===== config.mk =====
export PLATFORM = sky130hd
export DESIGN_NAME = pc_fetch_sequencer_flat
export DESIGN_NICKNAME = d
export VERILOG_FILES = /design/src/rtl/pc_fetch_sequencer_if.sv /design/src/rtl/pc_fetch_sequencer.sv /design/src/flat_wrapper.sv
export SDC_FILE = /design/constraint.sdc
export NUM_CORES = 1
export LEC_CHECK = 0
export CAP_MARGIN = 10
export CORE_MARGIN = 2
export CORE_UTILIZATION = 50
export CTS_CLUSTER_DIAMETER = 100
export DETAILED_ROUTE_END_ITERATION = 6
export GPL_TIMING_DRIVEN = 0
export PLACE_DENSITY = 0.95
export SYNTH_ARGS = -nofsm -noshare
export SYNTH_HDL_FRONTEND = slang
export SYNTH_SLANG_ARGS = --single-unit

===== constraint.sdc =====
create_clock -name clk -period 3.4 [get_ports clk]
set_input_delay 0.68 -clock clk [delete_from_list [all_inputs] [get_ports clk]]
set_output_delay 0.68 -clock clk [all_outputs]
set_load 0.005 [all_outputs]

===== src/rtl/pc_fetch_sequencer_if.sv =====
// ---------------------------------------------------------------------------
// pc_fetch_sequencer_if
// Instruction-memory fetch handshake between the PC sequencer and memory.
//
// Signals:
//   if_req   sequencer -> memory   fetch request
//   if_addr  sequencer -> memory   fetch word address (always the current PC)
//   if_ack   memory -> sequencer   request accepted, instruction returned
//
// Modports:
//   master   the PC sequencer side
//   slave    the instruction-memory side
// ---------------------------------------------------------------------------
interface pc_fetch_sequencer_if;
    logic        if_req;
    logic [31:0] if_addr;
    logic        if_ack;

    modport master (
        output if_req,
        output if_addr,
        input  if_ack
    );

    modport slave (
        input  if_req,
        input  if_addr,
        output if_ack
    );
endinterface : pc_fetch_sequencer_if


===== src/rtl/pc_fetch_sequencer.sv =====
// ---------------------------------------------------------------------------
// pc_fetch_sequencer
// Owns the MIPS front-end program counter (word addressed), drives the
// instruction-memory fetch handshake and hands fetched-instruction valid
// pulses to decode. Next-PC priority: exception > redirect > stall > PC+1.
//
// Ports:
//   clk             in   clock, rising edge
//   rst_n           in   asynchronous active-low reset
//   imem            if   fetch handshake (master: if_req/if_addr out, if_ack in)
//   stall           in   hazard-unit stall, blocks PC advance
//   redirect_valid  in   taken branch/jump this cycle
//   redirect_pc     in   redirect target word address
//   exc_req         in   single-cycle exception request
//   fetch_valid     out  one-cycle pulse: instruction at fetch_pc is valid
//   fetch_pc        out  PC of the instruction qualified by fetch_valid
//   pc_plus1        out  pc + 1 (mod 2^32), jal link value
//   epc             out  PC captured at the last exception
// ---------------------------------------------------------------------------
module pc_fetch_sequencer #(
    parameter logic [31:0] RESET_PC   = 32'h0000_0000,
    parameter logic [31:0] EXC_VECTOR = 32'h0000_0020
) (
    input  logic                        clk,
    input  logic                        rst_n,
    pc_fetch_sequencer_if.master        imem,
    input  logic                        stall,
    input  logic                        redirect_valid,
    input  logic [31:0]                 redirect_pc,
    input  logic                        exc_req,
    output logic                        fetch_valid,
    output logic [31:0]                 fetch_pc,
    output logic [31:0]                 pc_plus1,
    output logic [31:0]                 epc
);

    typedef enum logic [1:0] {
        ST_BOOT  = 2'd0,
        ST_FETCH = 2'd1,
        ST_HOLD  = 2'd2
    } state_t;

    state_t      state_q,       state_d;
    logic [31:0] pc_q,          pc_d;
    logic [31:0] epc_q,         epc_d;
    logic        fetch_valid_q, fetch_valid_d;
    logic [31:0] fetch_pc_q,    fetch_pc_d;
    logic [31:0] pc_inc_s;

    // Sequential successor of a word address; wraps silently at 2^32.
    function automatic logic [31:0] pc_incr(input logic [31:0] pc_in);
        return pc_in + 32'd1;
    endfunction

    // Incrementer feeding both the sequential next PC and the link value.
    assign pc_inc_s = pc_incr(pc_q);

    // State and datapath registers.
    always_ff @(posedge clk or negedge rst_n) begin
        if (!rst_n) begin
            state_q       <= ST_BOOT;
            pc_q          <= RESET_PC;
            epc_q         <= 32'h0000_0000;
            fetch_valid_q <= 1'b0;
            fetch_pc_q    <= 32'h0000_0000;
        end else begin
            state_q       <= state_d;
            pc_q          <= pc_d;
            epc_q         <= epc_d;
            fetch_valid_q <= fetch_valid_d;
            fetch_pc_q    <= fetch_pc_d;
        end
    end

    // Next-state and next-PC selection with exception > redirect > stall > increment.
    always_comb begin
        state_d       = state_q;
        pc_d          = pc_q;
        epc_d         = epc_q;
        fetch_valid_d = 1'b0;
        fetch_pc_d    = fetch_pc_q;

        case (state_q)
            ST_BOOT: begin
                // Redirects, exceptions and stray acks are ignored until fetching starts.
                state_d = ST_FETCH;
            end

            ST_FETCH: begin
                if (exc_req) begin
                    epc_d   = pc_q;
                    pc_d    = EXC_VECTOR;
                    state_d = ST_FETCH;
                end else if (redirect_valid) begin
                    // An ack arriving with the redirect belongs to the wrong path.
                    pc_d    = redirect_pc;
                    state_d = ST_FETCH;
                end else if (imem.if_ack) begin
                    fetch_valid_d = 1'b1;
                    fetch_pc_d    = pc_q;
                    if (stall) begin
                        // Instruction is delivered once; PC parks until the stall clears.
                        state_d = ST_HOLD;
                    end else begin
                        pc_d    = pc_inc_s;
                        state_d = ST_FETCH;
                    end
                end else begin
                    // Memory has not answered: keep requesting the same address.
                    state_d = ST_FETCH;
                end
            end

            ST_HOLD: begin
                if (exc_req) begin
                    epc_d   = pc_q;
                    pc_d    = EXC_VECTOR;
                    state_d = ST_FETCH;
                end else if (redirect_valid) begin
                    pc_d    = redirect_pc;
                    state_d = ST_FETCH;
                end else if (stall) begin
                    state_d = ST_HOLD;
                end else begin
                    pc_d    = pc_inc_s;
                    state_d = ST_FETCH;
                end
            end

            default: begin
                // Unreachable encoding: restart the fetch sequence cleanly.
                state_d = ST_BOOT;
                pc_d    = RESET_PC;
            end
        endcase
    end

    // Fetch request is a pure decode of the state register, so it never glitches on inputs.
    always_comb begin
        imem.if_req = 1'b0;
        case (state_q)
            ST_FETCH: imem.if_req = 1'b1;
            ST_BOOT:  imem.if_req = 1'b0;
            ST_HOLD:  imem.if_req = 1'b0;
            default:  imem.if_req = 1'b0;
        endcase
    end

    assign imem.if_addr = pc_q;
    assign fetch_valid  = fetch_valid_q;
    assign fetch_pc     = fetch_pc_q;
    assign epc          = epc_q;
    assign pc_plus1     = pc_inc_s;

endmodule : pc_fetch_sequencer


===== src/flat_wrapper.sv =====
// flat-port wrapper written by rule: the top's interface ports become plain ports
module pc_fetch_sequencer_flat 
#(
    parameter logic [31:0] RESET_PC   = 32'h0000_0000,
    parameter logic [31:0] EXC_VECTOR = 32'h0000_0020
)
  (clk, rst_n, stall, redirect_valid, redirect_pc, exc_req, fetch_valid, fetch_pc, pc_plus1, epc, imem_if_req, imem_if_addr, imem_if_ack);
  pc_fetch_sequencer_if imem_i ();
  input  logic clk;
  input  logic rst_n;
  input  logic stall;
  input  logic redirect_valid;
  input  logic [31:0] redirect_pc;
  input  logic exc_req;
  output logic fetch_valid;
  output logic [31:0] fetch_pc;
  output logic [31:0] pc_plus1;
  output logic [31:0] epc;
  output wire logic [$bits(imem_i.if_req)-1:0] imem_if_req;
  output wire logic [$bits(imem_i.if_addr)-1:0] imem_if_addr;
  input wire logic [$bits(imem_i.if_ack)-1:0] imem_if_ack;
  assign imem_if_req = imem_i.if_req;
  assign imem_if_addr = imem_i.if_addr;
  assign imem_i.if_ack = imem_if_ack;
  pc_fetch_sequencer #(.RESET_PC(RESET_PC), .EXC_VECTOR(EXC_VECTOR)) u_core (.clk(clk), .rst_n(rst_n), .imem(imem_i), .stall(stall), .redirect_valid(redirect_valid), .redirect_pc(redirect_pc), .exc_req(exc_req), .fetch_valid(fetch_valid), .fetch_pc(fetch_pc), .pc_plus1(pc_plus1), .epc(epc));
endmodule

Yosys cells after proc, flatten, opt, wreduce, memory -nomap -nowiden
Index checks and enable logic that the tools add are counted.
Storage, ports and cells
  bits in registers: 99
  bits in latches: 0
  RAM bits: 0
  memory bits (read-only): 0
  input port bits: 38
  logic and storage cells: 36
  memories: 0
Cells by class
  add/subtract/negate cells: 1
  multipliers: 0
  divide/modulo/power cells: 0
  magnitude comparators: 0
  equality and inequality tests: 3
  shift operators: 0
  muxes and demuxes: 19
  bitwise gates (word level): 3
  reductions and logical operators: 5
Operators with widths (count)
  two-way mux 32 bit: 6
  case mux 32 bit (3 select lines): 1
  adder 32 x 1 -> 32 bit (second input constant): 1
  two-way mux 2 bit: 6
  case mux 2 bit (3 select lines): 1
  two-way mux 1 bit: 5
  != test 4 bit (second input constant): 1
  AND reduction 2 bit: 2
  AND reduction 4 bit: 1
  NOT 1 bit: 3
  == test 2 x 1 -> 1 bit (second input constant): 1
  == test 2 bit (second input constant): 1
  zero test 2 bit: 1
  OR reduction 2 bit: 1

Longest topological paths before layout
Gate-level depths: netlist of the first run.
  depth in word-level cells: 6
  mapped depth: 9

Worst setup path before layout of the first run
No wires, ideal clock.
  path type: reg2out
  start: register u_core.pc_q[0] (netlist: u_core.imem.if_addr[0])
  end: output pc_plus1[24]
  data arrival time: 1.845 ns
  data required time: 2.720 ns
  path slack: 0.875 ns
  stages on the path, launching flop included: 8
  cell sequence: dfrtp_1 -> ha_1 -> nand3_1 -> or2_1 -> buf_2 -> nor3_2 -> nand4_1 -> xnor2_1
On the way
  cells in the longest elaborated chain, start to end: 1
RTL lines
  start, declared: RTL line pc_fetch_sequencer.sv:44  | logic [31:0] pc_q, pc_d;
  start signal, assigned: RTL line pc_fetch_sequencer.sv:68  | pc_q <= pc_d;
  adder 32 x 1 -> 32 bit: RTL line pc_fetch_sequencer.sv:52  | return pc_in + 32'd1;
  end, declared: RTL line flat_wrapper.sv:17  | output logic [31:0] pc_plus1;
Every way passes these cells.

Final worst setup path of the first run
  start: register u_core.pc_q[20] (netlist: u_core.imem.if_addr[20])
  end: output pc_plus1[30]
Same word-level chain as after synthesis.

==> flow_metrics.py, run 1 <==
metrics = {
    "outcome": {
        "status": "finished, final reports clean",
    },
    "clock_network": {
        "clock_sinks": 99,
        "cts.clk_slew.worst_paths_ns": 0.10,
        "worst_skew_pair.late_latency_ns": 0.37,
        "cts_made_buffers": 9,
        "cts_tree": "done",
        "ctsLongestPathBuffers": 2,
        "cts_hold_buf": 0,
        "cts-root-buf": "clkbuf_8",
        "h-tree-depth": 3,
    },
    "timing": {
        "rsz0062_at_grt": "true",
        "final.period_utilization_pct": 99.1,
        "setup_viol": 0,
        "whs_ns": 0.288,
        "finalCriticalPeriod_ns": 3.37,
        "clock.fmax_ghz": 0.297,
        "slew_headroom_pct": 45.9,
        "final_max_slew_viol_count": 0,
        "skew_ns": 0.0157,
        "tightest_slew_ns": 0.805,
        "fin_tns_setup_ns": 0,
        "hold_viol": 0,
    },
    "worst_setup_path": {
        "r2r_end": "u_core.imem.if_addr[6]$_DFFE_PN0P_",
        "required_ns": 2.72,
        "worstSetupStartpointType": "flop",
        "r2r_slack_ns": 0.78,
        "crit_arrival_ns": 2.69,
        "rr_startpoint": "u_core.state_q[1]$_DFF_PN0_",
        "critical_path_class": "reg2out",
        "end_kind": "output port",
        "path_max_fanout": 8,
        "reg2reg_depth": 7,
    },
    "floorplanning": {
        "core_area_mm2": 0.00968,
        "rows": 36,
        "ios": 168,
        "chipWidth_um": 103,
        "start_util_pct": 51.1,
        "die_area_mm2": 0.0107,
        "die_h_um": 103,
    },
    "pwr": {
        "pwr-share-clk_pct": 14.5,
        "p_switching_mw": 1.60,
        "switching_share_pct": 33.9,
        "power.leakage_nw": 3.24,
        "p_seq_share_pct": 38.9,
        "power.internal_mw": 3.12,
        "ir_drop_uv": 349,
        "comb_power_share_pct": 46.5,
        "power_density_mw_per_mm2": 651,
    },
    "synthesis": {
        "netlist_instances": 454,
        "ys_warn_count": 0,
        "synth.distinct_cells": 48,
        "netlist_area_mm2": 0.00494,
        "syn_nets": 497,
        "yosysSeqAreaShare_pct": 50.1,
        "ys_ff_latch": 99,
        "syn_avg_cell_area_um2": 10.9,
    },
    "global_route": {
        "grt_pass1_wl_mm": 23.3,
        "grtUsageTotal_pct": 28.8,
        "overflow": 0,
        "grt_max_degree": 60,
        "grt_pass1_vias": 4496,
        "met1_usage_pct": 36.9,
        "met2_usage_pct": 48.8,
        "busiest_layer": "met2",
        "gr-usage-met3_pct": 4.30,
        "antenna_found_initial": 0,
    },
    "drt": {
        "dr.pass1.iters": 5,
        "routed_wirelength_mm": 15.5,
        "drtIter0Drc": 309,
        "detail-route-antenna-nets": 0,
        "avgRoutedWirePerCell_um": 19.8,
        "post-route-drc-count": 0,
        "via_per_inst": 5.87,
        "num_vias": 4611,
    },
    "finish": {
        "finalNonFillerCells": 785,
        "final_core_util_pct": 74.9,
        "layout-drive-gt1-share_pct": 21.2,
        "layout.nets": 690,
        "antenna_cells": 0,
        "area_delta_synth_final_pct": 46.7,
    },
    "placement": {
        "io_buffers": 167,
        "hpwl_mm": 11.0,
        "gp_congestion": 0.948,
        "place_inst": 755,
    },
    "job": {
        "maxCapViolations": 0,
    },
    "worst_hold_path": {
        "hold_path.class": "in2async",
    },
}
## layout by cell type, fill, tap and decap left out, types with 10 or more instances in the layout
| cell | n |
|---|---|
| nand3_1 | 15 |
| clkdlybuf4s50_1 | 162 |
| buf_4 | 24 |
| xnor2_1 | 20 |
| o21ai_0 | 24 |
| clkbuf_8 | 10 |
| inv_1 | 10 |
| a21oi_1 | 21 |
| nor2_1 | 21 |
| nand2_1 | 28 |
| a21o_1 | 10 |
| clkbuf_1 | 18 |
| mux2_2 | 60 |
| dfrtp_1 | 93 |
## critical path, cell delays in order, from the launching register on
cell	delay, ns
dfrtp_1	0.35
buf_2	0.19
nand2_1	0.12
or4_4	0.58
nor3_2	0.23
nand2_1	0.12
xnor2_1	0.17
clkdlybuf4s50_1	0.55
## cell usage after synthesis, drive strengths merged
cell | n | area share, %
a211oi | 1 | 0.15
a21o | 10 | 1.5
a21oi | 21 | 2.1
a221o | 1 | 0.20
a22o | 8 | 1.4
a22oi | 4 | 0.61
a31oi | 2 | 0.25
and2 | 2 | 0.25
and3 | 3 | 0.38
and4 | 1 | 0.18
buf | 16 | 1.5
clkbuf | 21 | 1.6
dfrtp | 99 | 50
ha | 5 | 1.3
inv | 10 | 0.76
mux2 | 60 | 14
mux2i | 2 | 0.40
nand2 | 30 | 2.3
nand2b | 2 | 0.25
nand3 | 18 | 1.9
nand4 | 10 | 1.9
nor2 | 22 | 1.7
nor2b | 1 | 0.13
nor3 | 11 | 1.3
nor3b | 1 | 0.15
nor4 | 10 | 1.8
o2111ai | 1 | 0.18
o211ai | 1 | 0.15
o21ai | 24 | 2.4
o221ai | 1 | 0.18
o22ai | 8 | 1.0
o2bb2ai | 1 | 0.18
o311ai | 5 | 0.89
o31a | 2 | 0.35
or2 | 2 | 0.25
or3 | 3 | 0.38
or4 | 5 | 0.84
xnor2 | 21 | 3.7
xor2 | 9 | 1.6
## area by class of cell
type                    count  area [µm²]
fillers                   653        2430
multi-input cells         308        2400
inverters                  10        37.5
repair buffers            184        1820
flip-flops and latches     99        2480
well taps                 133         166
clock buffers              11         141
plain buffers              35         176
clock inverters             5        28.8
## what timing repair did
action / in CTS / in global routing
gates resized for setup: 26 / 19
setup endpoints to repair: 20 / 15
pin swaps: 4 / 6
setup buffers: 6 / 10
## worst max path at each step
stage / startpoint / slack, ns / cells after the start / end
2_1_floorplan: u_core.imem.if_addr[0]$_DFFE_PN0P_ / 0.87 / 7 / pc_plus1[24]
3_3_place_gp: rst_n / -1.91 / 1 / u_core.epc[17]$_DFFE_PN0P_
3_5_place_dp: u_core.imem.if_addr[0]$_DFFE_PN0P_ / -0.16 / 8 / pc_plus1[24]
4_1_cts: u_core.imem.if_addr[13]$_DFFE_PN0P_ / 0.0002 / 6 / pc_plus1[25]
5_1_grt: u_core.imem.if_addr[24]$_DFFE_PN0P_ / -0.08 / 6 / pc_plus1[31]
6_report: u_core.imem.if_addr[20]$_DFFE_PN0P_ / 0.03 / 7 / pc_plus1[30]
## metrics by stage
stage          area [µm²]  total power, mW  setup slack, ns
2_1_floorplan        4940             2.67            0.875
3_3_place_gp         6780             3.88            -1.91
3_5_place_dp         6810             3.98           -0.162
4_1_cts              7120             4.70         0.000167
5_1_grt              7250             4.97          -0.0772
6_report             7250             4.72           0.0323
## layer usage
| metal | vias to the layer above | routed length, µm |
|---|---|---|
| li1 | 2020 | - |
| met1 | 2291 | 6090 |
| met2 | 258 | 7860 |
| met3 | 42 | 1200 |
| met4 | 0 | 396 |
| met5 | - | 0 |
## sequential cells by signal, indices dropped and copies added, names as in the netlist
register	count
u_core.epc	32
u_core.fetch_pc	32
u_core.imem.if_addr	32
u_core.state_q	2
u_core.fetch_valid	1
## power by group through the flow
stage	clock, mW	sequential [mW]	combinational [mW]
2_1_floorplan	0	1.82	0.843
3_3_place_gp	0	1.81	2.07
3_5_place_dp	0	1.85	2.14
4_1_cts	0.690	1.83	2.18
5_1_grt	0.737	1.88	2.35
6_report	0.686	1.84	2.20
## cell families after synthesis
family          after synthesis  share of synthesized area (%)
mux                          62                           14.1
simple gates                121                           13.7
compound gates               90                           11.6
buf+inv                      47                           3.92
xor+xnor                     30                           5.31
fa+ha+maj                     5                           1.27
flops                        99                           50.1
Note: power is estimated with default switching activity, not from simulation.
==> run 2: changes to the inputs <==
--- a/config.mk
+++ b/config.mk
@@ -11,7 +11,7 @@
 export CTS_CLUSTER_DIAMETER = 100
 export DETAILED_ROUTE_END_ITERATION = 6
 export GPL_TIMING_DRIVEN = 0
-export PLACE_DENSITY = 0.95
+export PLACE_DENSITY = 0.87
 export SYNTH_ARGS = -nofsm -noshare
 export SYNTH_HDL_FRONTEND = slang
 export SYNTH_SLANG_ARGS = --single-unit
==> run 2 against run 1 <==
  * Global-route usage up 0.16 points
  * Sequential power about the same
  * Clock skew down 0.0053 ns
  * Non-clock buffer count down 1
  * Maximum frequency up 0.38%
  * Critical path depth down 1
  * Combinational power about the same
  * Cell area up 0.72%
  * Total power up 3.2%
  * Final cell count down 0.25%
  * Critical path type unchanged
  * Largest power group unchanged
==> flow_metrics.py, run 2 (synthesized netlist as in run 1, its figures left out) <==
metrics = {
    "outcome": {
        "status": "finished, final reports clean",
    },
    "floorplanning": {
        "rows": 36,
        "ios": 168,
        "die_area_mm2": 0.0107,
        "core_area_mm2": 0.00968,
        "die_h_um": 103,
        "chipWidth_um": 103,
        "start_util_pct": 51.1,
    },
    "clock_network": {
        "worst_skew_pair.late_latency_ns": 0.37,
        "cts_made_buffers": 9,
        "cts.clk_slew.worst_paths_ns": 0.09,
        "cts_hold_buf": 0,
        "cts_tree": "done",
        "h-tree-depth": 3,
        "clock_sinks": 99,
        "ctsLongestPathBuffers": 2,
        "cts-root-buf": "clkbuf_8",
    },
    "drt": {
        "drtIter0Drc": 241,
        "via_per_inst": 5.76,
        "avgRoutedWirePerCell_um": 20.1,
        "dr.pass1.iters": 5,
        "num_vias": 4510,
        "routed_wirelength_mm": 15.7,
        "post-route-drc-count": 0,
        "detail-route-antenna-nets": 0,
    },
    "finish": {
        "stdcell_area_mm2": 0.00731,
        "final_core_util_pct": 75.5,
        "final_cell_mix": "clkdlybuf4s50_1 (163), dfrtp_1 (95), mux2_2 (60)",
        "layout.nets": 689,
        "antenna_cells": 0,
        "layout-drive-gt1-share_pct": 21.4,
        "final_common_cell": "clkdlybuf4s50_1",
        "finalNonFillerCells": 783,
        "area_delta_synth_final_pct": 47.8,
    },
    "pwr": {
        "power_density_mw_per_mm2": 667,
        "power.leakage_nw": 3.27,
        "power_mw": 4.87,
        "ir_drop_uv": 362,
    },
    "worst_setup_path": {
        "path_max_fanout": 10,
        "rr_startpoint": "u_core.state_q[1]$_DFF_PN0_",
        "r2r_slack_ns": 0.82,
        "reg2reg_depth": 7,
        "r2r_end": "u_core.imem.if_addr[15]$_DFFE_PN0P_",
        "crit_arrival_ns": 2.68,
        "critical_path_class": "reg2out",
        "end_kind": "output port",
        "required_ns": 2.72,
        "worstSetupStartpointType": "flop",
    },
    "global_route": {
        "grt_pass1_wl_mm": 23.5,
        "gr-usage-met3_pct": 6.72,
        "overflow": 0,
        "grtUsageTotal_pct": 28.9,
        "grt_max_degree": 56,
        "met1_usage_pct": 35.9,
        "grt_pass1_vias": 4559,
        "busiest_layer": "met2",
        "antenna_found_initial": 0,
        "met2_usage_pct": 47.1,
    },
    "timing": {
        "rsz0062_at_grt": "true",
        "setup_slack_ns": 0.0449,
        "hold_viol": 0,
        "final.period_utilization_pct": 98.7,
        "final_max_slew_viol_count": 0,
        "finalCriticalPeriod_ns": 3.36,
        "setup_viol": 0,
        "clock.fmax_ghz": 0.298,
        "skew_ns": 0.0104,
        "slew_headroom_pct": 42.6,
        "tightest_slew_ns": 0.854,
        "whs_ns": 0.349,
        "fin_tns_setup_ns": 0,
    },
    "placement": {
        "pre_cts_ws_ns": -0.101,
        "place_inst": 755,
        "place_area_mm2": 0.00681,
        "gp_congestion": 0.891,
        "hpwl_mm": 10.9,
        "io_buffers": 167,
    },
    "job": {
        "maxCapViolations": 0,
    },
    "worst_hold_path": {
        "hold_path.class": "in2async",
    },
}
## run 2: what timing repair did
| item | CTS | global route |
|---|---|---|
| setup endpoints to repair | 19 | 18 |
| buffers inserted | 7 | 9 |
| gates resized for setup | 24 | 17 |
| pin swaps | 5 | 4 |
## run 2: area by class of cell
cell class,count,area [µm²]
inverter,10,37.5
buffer,34,164
clock inverter,3,46.3
timing repair buffer,184,1830
multi-input combinational,308,2420
sequential,99,2480
clock buffer,12,165
tap,133,166
fill,635,2380
## run 2: layer usage
metal  wire length (µm)  part of all wire (%)
met1               6110                    39
met2               7820                    50
met3               1240                   7.9
met4                538                   3.4
met5                  0                     0
## run 2: where the power goes
group | leakage [nW] | internal, mW | switching, mW
Combinational | 1.84 | 1.32 | 0.907
Sequential | 1.33 | 1.55 | 0.295
Clock | 0.105 | 0.398 | 0.409
Total | 3.27 | 3.26 | 1.61
## run 2: worst max-delay path, stage by stage, from the launching register on
cell             delay, ns
dfrtp_1               0.40
clkbuf_2              0.24
nand4_1               0.23
nor4_2                0.43
nand3_1               0.19
xnor2_1               0.26
clkdlybuf4s50_1       0.55
## run 2: worst max path at each step
stage | start | end | slack [ns] | depth (start not counted)
finish | u_core.imem.if_addr[16]$_DFFE_PN0P_ | pc_plus1[31] | 0.04 | 6
global placement | rst_n | u_core.fetch_pc[7]$_DFFE_PN0P_ | -1.98 | 1
CTS | u_core.imem.if_addr[7]$_DFFE_PN0P_ | pc_plus1[27] | 0.002 | 7
floorplan | u_core.imem.if_addr[0]$_DFFE_PN0P_ | pc_plus1[24] | 0.87 | 7
detailed placement | u_core.imem.if_addr[0]$_DFFE_PN0P_ | pc_plus1[24] | -0.10 | 8
global route | u_core.imem.if_addr[16]$_DFFE_PN0P_ | pc_plus1[31] | -0.09 | 6
==> run 3: changes to the inputs <==
==> constraint.sdc (replaced) <==
create_clock -name clk -period 4.1 [get_ports clk]
set_input_delay 0.82 -clock clk [delete_from_list [all_inputs] [get_ports clk]]
set_output_delay 0.82 -clock clk [all_outputs]
set_load 0.005 [all_outputs]
==> run 3 against run 2 <==
  * Via count decreased by 2.1%
  * Critical endpoint is now pc_plus1[24]
  * Utilization decreased by 2.9 points
  * Highest routed layer unchanged
  * Die area unchanged
  * First-iteration DRC count decreased by 8.3%
  * Total power decreased by 19%
  * Sequential share of layout area up 1.3 points
  * Global-route usage shrank 1.2 points
  * Largest cell class unchanged
  * Sequential power down 18%
  * Register-to-register slack better by 0.68 ns
  * Largest power group unchanged
  * Combinational power shrank 20%
  * Final cell count fell by 1.7%
  * Worst setup slack better by 0.11 ns
==> flow_metrics.py, run 3 (synthesized netlist as in run 1, its figures left out) <==
metrics = {
    "finish": {
        "antenna_cells": 0,
        "layout.nets": 676,
        "area_delta_synth_final_pct": 42.1,
        "layout-drive-gt1-share_pct": 16.2,
        "finalNonFillerCells": 770,
        "final_cell_mix": "clkdlybuf4s50_1 (166), dfrtp_1 (98), mux2_2 (60)",
        "stdcell_area_mm2": 0.00703,
        "final_common_cell": "clkdlybuf4s50_1",
    },
    "global_route": {
        "grt_pass1_vias": 4371,
        "overflow": 0,
        "grtUsageTotal_pct": 27.7,
        "antenna_found_initial": 0,
        "grt_max_degree": 56,
        "grt_pass1_wl_mm": 22.5,
    },
    "timing": {
        "finalCriticalPeriod_ns": 3.95,
        "rsz0062_at_grt": "false",
        "final_max_slew_viol_count": 0,
        "final.period_utilization_pct": 96.3,
        "tightest_slew_ns": 0.839,
        "setup_slack_ns": 0.153,
        "clock.fmax_ghz": 0.253,
        "hold_viol": 0,
        "setup_viol": 0,
        "slew_headroom_pct": 43.6,
        "skew_ns": 0.0109,
    },
    "worst_setup_path": {
        "crit_arrival_ns": 3.13,
        "critical_path_class": "reg2out",
        "end_kind": "output port",
        "worstSetupStartpointType": "flop",
        "reg2reg_depth": 7,
        "required_ns": 3.28,
        "path_max_fanout": 7,
    },
    "drt": {
        "drtIter0Drc": 221,
        "post-route-drc-count": 0,
        "routed_wirelength_mm": 14.7,
        "num_vias": 4417,
        "via_per_inst": 5.74,
        "detail-route-antenna-nets": 0,
        "dr.pass1.iters": 5,
        "avgRoutedWirePerCell_um": 19.1,
    },
    "clock_network": {
        "post_cts_buffers": 0,
        "clock_sinks": 99,
        "cts_tree": "done",
        "cts_hold_buf": 0,
        "cts-root-buf": "clkbuf_8",
        "ctsLongestPathBuffers": 2,
        "h-tree-depth": 3,
        "cts.clk_slew.worst_paths_ns": 0.10,
        "cts_made_buffers": 9,
        "worst_skew_pair.late_latency_ns": 0.37,
    },
    "worst_hold_path": {
        "hold_path.class": "in2async",
    },
    "floorplanning": {
        "die_h_um": 103,
        "core_area_mm2": 0.00968,
        "start_util_pct": 51.1,
        "chipWidth_um": 103,
        "ios": 168,
        "die_area_mm2": 0.0107,
        "rows": 36,
    },
    "outcome": {
        "status": "finished, final reports clean",
    },
    "placement": {
        "place_area_mm2": 0.00681,
        "gp_congestion": 0.891,
        "pre_cts_ws_ns": 0.459,
        "place_inst": 755,
        "hpwl_mm": 10.9,
        "io_buffers": 167,
    },
    "pwr": {
        "ir_drop_uv": 301,
        "power_density_mw_per_mm2": 563,
        "power.leakage_nw": 3.05,
    },
    "job": {
        "maxCapViolations": 0,
    },
}
run 3: cell count changes in the layout (fill, tap and decap cells not counted), moves of 3 or more:
cell | before | now
buf_4 | 22 | 1
buf_2 | 7 | 13
clkbuf_1 | 16 | 20
nor4_1 | 3 | 7
clkdlybuf4s50_1 | 163 | 166
dfrtp_1 | 95 | 98
dfrtp_2 | 4 | 1
dlymetal6s2s_1 | 3 | 0
xnor2_1 | 18 | 21
xnor2_2 | 3 | 0
run 3: final cells by class:
type                       instances  area, µm²
buffer                            37        156
clock buffer                      12        165
inverter                          10       37.5
tap                              133        166
fill                             697       2660
timing repair buffer             168       1700
clock inverter                     3       46.3
sequential                        99       2480
multi-input combinational        308       2280
run 3: power by group:
part	switching (mW)	internal, mW	total [mW]
Clock	0.338	0.330	0.669
Sequential	0.227	1.28	1.51
Combinational	0.731	1.05	1.78
run 3: critical path, cell delays in order (launching register included):
cell and delay (ns):
dfrtp_1 0.49, ha_1 0.33, nand3_2 0.22, or2_1 0.27, buf_2 0.17, nor3_2 0.37, nand4_1 0.19, xnor2_1 0.17
clkdlybuf4s50_1 0.55
run 3: metrics by stage:
stage	total power, mW	setup TNS [ns]	hold WS [ns]	utilization (%)
3_3_place_gp	3.22	-139.60	0.464	70.0
4_1_cts	3.96	0	0.498	72.5
3_5_place_dp	3.30	0	0.478	70.3
6_report	3.95	0	0.478	72.5
5_1_grt	4.18	0	0.528	72.5
2_1_floorplan	2.21	0	0.473	-
run 3: per-layer routing:
metal | track usage (%) | wire length (µm) | up-vias
li1 | - | - | 1986
met5 | 0 | 0 | -
met3 | 6.32 | 1200 | 38
met1 | 36.1 | 5890 | 2193
met2 | 43.7 | 7110 | 200
met4 | 13.9 | 515 | 0
run 3: worst paths after layout:
check	from	endpoint	slack, ns
min reg2reg	u_core.epc[22]$_DFFE_PN0P_	u_core.epc[22]$_DFFE_PN0P_	0.50
max	u_core.imem.if_addr[1]$_DFFE_PN0P_	pc_plus1[24]	0.15
max reg2reg	u_core.state_q[1]$_DFF_PN0_	u_core.imem.if_addr[0]$_DFFE_PN0P_	1.50
min in group clk	u_core.epc[22]$_DFFE_PN0P_	u_core.epc[22]$_DFFE_PN0P_	0.50
max in group asynchronous	rst_n	u_core.imem.if_addr[12]$_DFFE_PN0P_	2.94
min	rst_n	u_core.fetch_pc[27]$_DFFE_PN0P_	0.48
run 3: repair_timing:
action	in CTS	in global routing
endpoints found under the hold margin	0	0
setup endpoints to repair	0	6
resized for setup	0	2
